File: config.mk
export PLATFORM = sky130hd
export DESIGN_NAME = instr_mem_loader
export DESIGN_NICKNAME = d
export VERILOG_FILES = /design/src/rtl/instr_mem_loader_pkg.sv /design/src/rtl/instr_mem_loader_ram.sv /design/src/rtl/instr_mem_loader.sv
export SDC_FILE = /design/constraint.sdc
export NUM_CORES = 2
export LEC_CHECK = 0
export CAP_MARGIN = 30
export CORE_ASPECT_RATIO = 0.7
export CORE_UTILIZATION = 57
export CTS_BUF_LIST = sky130_fd_sc_hd__clkbuf_16
export DETAILED_ROUTE_END_ITERATION = 8
export GPL_ROUTABILITY_DRIVEN = 0
export PLACE_DENSITY_LB_ADDON = 0.1
export SETUP_SLACK_MARGIN = 0.05
export SYNTH_ARGS = -nofsm -noshare
export SYNTH_HDL_FRONTEND = slang
export SYNTH_SLANG_ARGS = --single-unit
File: constraint.sdc
create_clock -name clk -period 3 [get_ports clk]
set_input_delay 0.3 -clock clk [delete_from_list [all_inputs] [get_ports clk]]
set_output_delay 0.3 -clock clk [all_outputs]
set_load 0.03 [all_outputs]
File: src/rtl/instr_mem_loader_pkg.sv
// Shared definitions for the instruction memory loader: FSM state encoding
// and the default byte returned for unloaded or masked addresses.
package instr_mem_loader_pkg;

    typedef enum logic [1:0] {
        ST_IDLE    = 2'd0,
        ST_LOADING = 2'd1,
        ST_RUN     = 2'd2
    } state_t;

    localparam logic [7:0] FILL_DEFAULT = 8'h00;

endpackage : instr_mem_loader_pkg

File: src/rtl/instr_mem_loader_ram.sv
// Program storage: one synchronous write port, one asynchronous read port.
// It has no reset, so it can map onto distributed RAM. Stale contents are
// hidden by the loader's length mask instead of being cleared.
module instr_ram #(
    parameter int DEPTH = 256,
    parameter int AW    = 8
) (
    input  logic          clk,
    input  logic          wr_en,
    input  logic [AW-1:0] wr_addr,
    input  logic [7:0]    wr_data,
    input  logic [AW-1:0] rd_addr,
    output logic [7:0]    rd_data
);

    logic [7:0] mem [DEPTH];

    // Write port: one byte per accepted load transfer.
    always_ff @(posedge clk) begin
        if (wr_en) begin
            mem[wr_addr] <= wr_data;
        end
    end

    // Zero-latency read, so the core sees the byte in the same cycle as its pc.
    assign rd_data = mem[rd_addr];

endmodule : instr_ram

File: src/rtl/instr_mem_loader.sv
// Program memory for the 8-bit core. It is loaded byte-serially over a
// valid/ready port, and it holds the core in reset until a complete program
// is resident.
//
//   state      | meaning
//   -----------+-----------------------------------------------------------
//   ST_IDLE    | no program resident, core held, port closed
//   ST_LOADING | accepting bytes, core held, busy
//   ST_RUN     | program resident, core released, reads unmasked
module instr_mem_loader
    import instr_mem_loader_pkg::*;
#(
    parameter int         DEPTH = 256,
    parameter logic [7:0] FILL  = FILL_DEFAULT
) (
    input  logic       clk,
    input  logic       reset,
    input  logic       load_start,
    input  logic       load_valid,
    input  logic [7:0] load_data,
    input  logic       load_last,
    output logic       load_ready,
    input  logic [7:0] pc,
    output logic [7:0] instruction,
    output logic       cpu_hold,
    output logic       busy,
    output logic [8:0] length
);

    localparam logic [8:0] DEPTH_L = 9'(DEPTH);

    state_t     state_q;
    state_t     state_d;
    logic [8:0] ptr_q;
    logic [8:0] ptr_inc;
    logic [8:0] length_q;
    logic       cpu_hold_q;
    logic       wr_en;
    logic       end_xfer;
    logic       in_range;
    logic [7:0] rd_data;

    assign load_ready = (state_q == ST_LOADING);
    assign busy       = (state_q == ST_LOADING);
    assign cpu_hold   = cpu_hold_q;
    assign length     = length_q;

    assign ptr_inc  = ptr_q + 9'd1;
    // A load_start in the same cycle discards any byte on the port.
    assign wr_en    = load_valid && load_ready && !load_start;
    // The transfer that fills the memory ends the load even without load_last.
    assign end_xfer = wr_en && (load_last || (ptr_inc == DEPTH_L));

    // Next-state logic. load_start always (re)enters LOADING.
    always_comb begin
        state_d = state_q;
        case (state_q)
            ST_IDLE: begin
                if (load_start) state_d = ST_LOADING;
            end
            ST_LOADING: begin
                if (load_start)    state_d = ST_LOADING;
                else if (end_xfer) state_d = ST_RUN;
            end
            ST_RUN: begin
                if (load_start) state_d = ST_LOADING;
            end
            default: state_d = ST_IDLE;
        endcase
    end

    // State register. cpu_hold is registered from the next state, so it drops on the edge entering RUN.
    always_ff @(posedge clk or negedge reset) begin
        if (!reset) begin
            state_q    <= ST_IDLE;
            cpu_hold_q <= 1'b1;
        end else begin
            state_q    <= state_d;
            cpu_hold_q <= (state_d != ST_RUN);
        end
    end

    // Write pointer and loaded length. Both clear whenever a load (re)starts.
    always_ff @(posedge clk or negedge reset) begin
        if (!reset) begin
            ptr_q    <= 9'd0;
            length_q <= 9'd0;
        end else if (load_start) begin
            ptr_q    <= 9'd0;
            length_q <= 9'd0;
        end else if (wr_en) begin
            ptr_q    <= ptr_inc;
            length_q <= ptr_inc;
        end
    end

    instr_ram #(
        .DEPTH (DEPTH),
        .AW    (8)
    ) u_ram (
        .clk     (clk),
        .wr_en   (wr_en),
        .wr_addr (ptr_q[7:0]),
        .wr_data (load_data),
        .rd_addr (pc),
        .rd_data (rd_data)
    );

    // Bytes outside the loaded program, or any byte read before RUN, return FILL.
    assign in_range    = (state_q == ST_RUN) && ({1'b0, pc} < length_q);
    assign instruction = in_range ? rd_data : FILL;

endmodule : instr_mem_loader

==> flow_summary_export.csv <==
group,metric,value,unit
status,outcome,"finished, violations left",
status,violations,"negative setup slack",
pwr,clkPwrFrac,0.395,
clock_tree,clock_latency,850,ps
flow_run,drv_cap,0,
synthesis,synth_ff_type,"edfxtp_1",
floorplanning,io_pins,41,
synthesis,synth_edf_count,2048,
grt,grt_usage,0.329,
grt,overflow,0,
synthesis,ys_types,67,
grt,grt_pass1_vias,44000,
grt,grt_pass1_wl,330000,um
clock_tree,numCtsBuffers,184,
synthesis,synth.most_common_cell,"edfxtp_1",
floorplanning,core_region_area,141000,um^2
pwr,p_int,46000,uW
grt,met3_usage,0.0751,
grt,gr-usage-met2,0.475,
synthesis,synth_nets,4047,
placement,placement.io_buffers,40,
synthesis,synth_top_area_cell,"edfxtp_1",
timing,setup-violations-final,8,
grt,busiest_layer,"met1",
timing,fmax,247,MHz
setup_path,cp-start-kind,"flop",
pwr,powerDensity,613,nW/um^2
clock_tree,cts_tree,"built",
setup_path,worstPathMaxFanout,3,
final_layout,syn_to_final_growth,19.1,%
setup_path,worstPathArrival,3750,ps
grt,grt_util_met1,0.502,
detailed_routing,totalWireLength,232000,um
synthesis,syn_area,80900,um^2
detailed_routing,drtIter0Drc,6634,
synthesis,synth_warnings,0,
floorplanning,std_cell_rows,115,
timing,setup_ws,-1050,ps
timing,slew_headroom,0.483,
pwr,power,59100,uW
placement,dp_hpwl,156000,um
pwr,p_comb_frac,0.069,
grt,antenna_found_initial,5,
synthesis,synth-seq-area-share,0.764,
setup_path,worstSetupPathType,"flop to output port",
floorplanning,initial_core_util,0.575,
synthesis,synth_top_area_frac,0.760,
final_layout,drive_gt1_frac,0.327,
pwr,switching_share,0.220,
synthesis,syn_inst,4015,
detailed_routing,avgViaCountPerCell,6.59,
detailed_routing,drcViolationCount,0,
setup_path,rr_worst_depth,9,
clock_tree,cts_buffer_depth,3,
detailed_routing,wire_per_inst,33.5,um
pwr,peakVddDrop,625,uV
floorplanning,die_h,317,um
synthesis,synthArstFlopShare,0.00583,
synthesis,ys_seq_elements,2060,
synthesis,ys_top_cells_by_count,"2048 x edfxtp_1, 395 x mux4_2, 321 x nor2_1",
placement,post-place-cells,6555,
detailed_routing,firstDrtPassIters,6,
final_layout,finalNonFillerCells,6907,
timing,holdWs,18.2,ps
pwr,switchingPower,13000,uW
clock_tree,htreeDepth,4,
detailed_routing,postRouteAntennaNets,0,
timing,slew_viol_final,0,
final_layout,fin_nets,4915,
timing,clock_skew,18.2,ps
detailed_routing,dr_total_vias,45500,
timing,hold_violations,0,
hold_path,hp-class,"primary input to flop",
floorplanning,die-area,143000,um^2
clock_tree,root_buffer,"clkbuf_16",
timing,fin_crit_sh,1.35,
hold_path,min_path_cells,1,
synthesis,avgSynthCellArea,20.1,um^2
floorplanning,dieWidth,452,um
timing,tightestPinTransition,772,ps
pwr,power_leakage,0.0324,uW
synthesis,ys_top_cells_by_area,"edfxtp_1 76%, mux4_2 11%, mux2i_1 3.4%, nor2_1 1.5%, a221oi_1 1.0%",
setup_path,worstPathRequired,2700,ps
clock_tree,clk_pin_slew_worst_paths,60,ps
grt,grt_max_degree,102,
timing,rsz0062_at_grt,"yes",
timing,timing.final.crit_period,4050,ps
pwr,seq_power_share,0.536,
setup_path,cp-end-kind,"output port",
clock_tree,clock_sink_count,2060,
worst paths after layout:
path | slack (ps) | end | from
min in group asynchronous | 470 | length[7] | reset
worst max register to register | 210 | u_ram.mem[90][6] | length[3]
worst min register to register | 620 | state_q[0] | state_q[0]
worst max-delay path | -1050 | instruction[7] | length[3]
worst min-delay path | 20 | u_ram.mem[207][4] | load_data[4]
max in group asynchronous | 2050 | length[2] | reset
critical path, stage by stage (launching register included):
cell      delay (ps)
dfrtp_1          370
inv_2             70
ha_4             250
o21a_1           130
nor2_2            50
o311ai_4         300
buf_6            180
a21oi_4           90
buf_6            130
and4_4           200
a211oi_4         300
nand4_1          500
buf_6            320
layout by cell type (no fill, tap or decap), types with 6 or more instances in the layout:
cell type and instances:
mux2_2 10, a221oi_1 89, clkinv_1 44, clkdlybuf4s50_1 18, mux4_2 395, edfxtp_1 2048, buf_4 790, dfrtp_1 11
nand4_1 7, buf_12 86, o211ai_1 7, or3_1 7, a211oi_1 17, o21ai_0 62, nor3_1 32, nor2_1 313
clkinv_2 34, a22oi_1 55, nand2_1 68, xnor2_1 6, a21oi_1 70, mux2i_1 278, ha_4 6, inv_1 41
nand2b_1 20, a221o_1 37, o31ai_1 16, clkbuf_8 8, o22ai_1 15, buf_6 17, nand3_1 43, bufinv_16 18
a31oi_1 11, clkbuf_16 185, o21ai_1 9, nor4_1 6
power groups by stage:
| stage | combinational, uW | clock (uW) | sequential (uW) |
|---|---|---|---|
| finish | 4070 | 23300 | 31700 |
| detailed placement | 3930 | 0 | 32300 |
| floorplan | 1690 | 0 | 32300 |
| global route | 4200 | 24600 | 31700 |
| global placement | 3900 | 0 | 32300 |
| CTS | 4000 | 23500 | 31700 |
state kept, by name, summed over array words and instances (netlist names):
name,cells
u_ram.mem,2048
cpu_hold,1
state_q,2
length,9
layer usage:
layer | routed length (um) | up-vias
met2 | 102000 | 2905
met4 | 7630 | 4
li1 | - | 18400
met1 | 95400 | 23800
met5 | 25 | -
met3 | 26500 | 380
stage by stage:
step,utilization,worst slack [ps],TNS (ps),cell area [um^2]
3_5_place_dp,0.639,-1130,-6240,89900
5_1_grt,0.685,-1090,-7000,96400
2_1_floorplan,-,58.4,0,80900
6_report,0.685,-1050,-6590,96400
4_1_cts,0.684,-919,-6440,96300
3_3_place_gp,0.639,-1160,-6370,89900
layout make-up:
| class | count | area (um^2) |
|---|---|---|
| timing repair buffer | 925 | 8190 |
| tap | 1872 | 2340 |
| antenna | 3 | 7.51 |
| sequential | 2060 | 61800 |
| multi-input combinational | 1698 | 18100 |
| fill | 9043 | 44300 |
| clock buffer | 185 | 4630 |
| clock inverter | 150 | 1260 |
| inverter | 14 | 58.8 |
logic make-up after synthesis:
| logic type | count (synthesis) | synth area share |
|---|---|---|
| buffers and inverters | 257 | 0.0187 |
| xor gates and xnor gates | 7 | 0.000758 |
| AOI/OAI and AO/OA | 449 | 0.0398 |
| muxes | 683 | 0.146 |
| DFF | 2060 | 0.764 |
| and+or+nand+nor | 548 | 0.0292 |
| adders and majority gates | 11 | 0.00170 |
repair_timing:
item                                    CTS  global route
gates resized for setup                  78            18
endpoints found under the hold margin    89             0
endpoints found under the setup margin    8             8
hold buffers                              3             0
pin swaps                                27            16
setup buffers                            11             5
(Power assumes the default switching activity.)
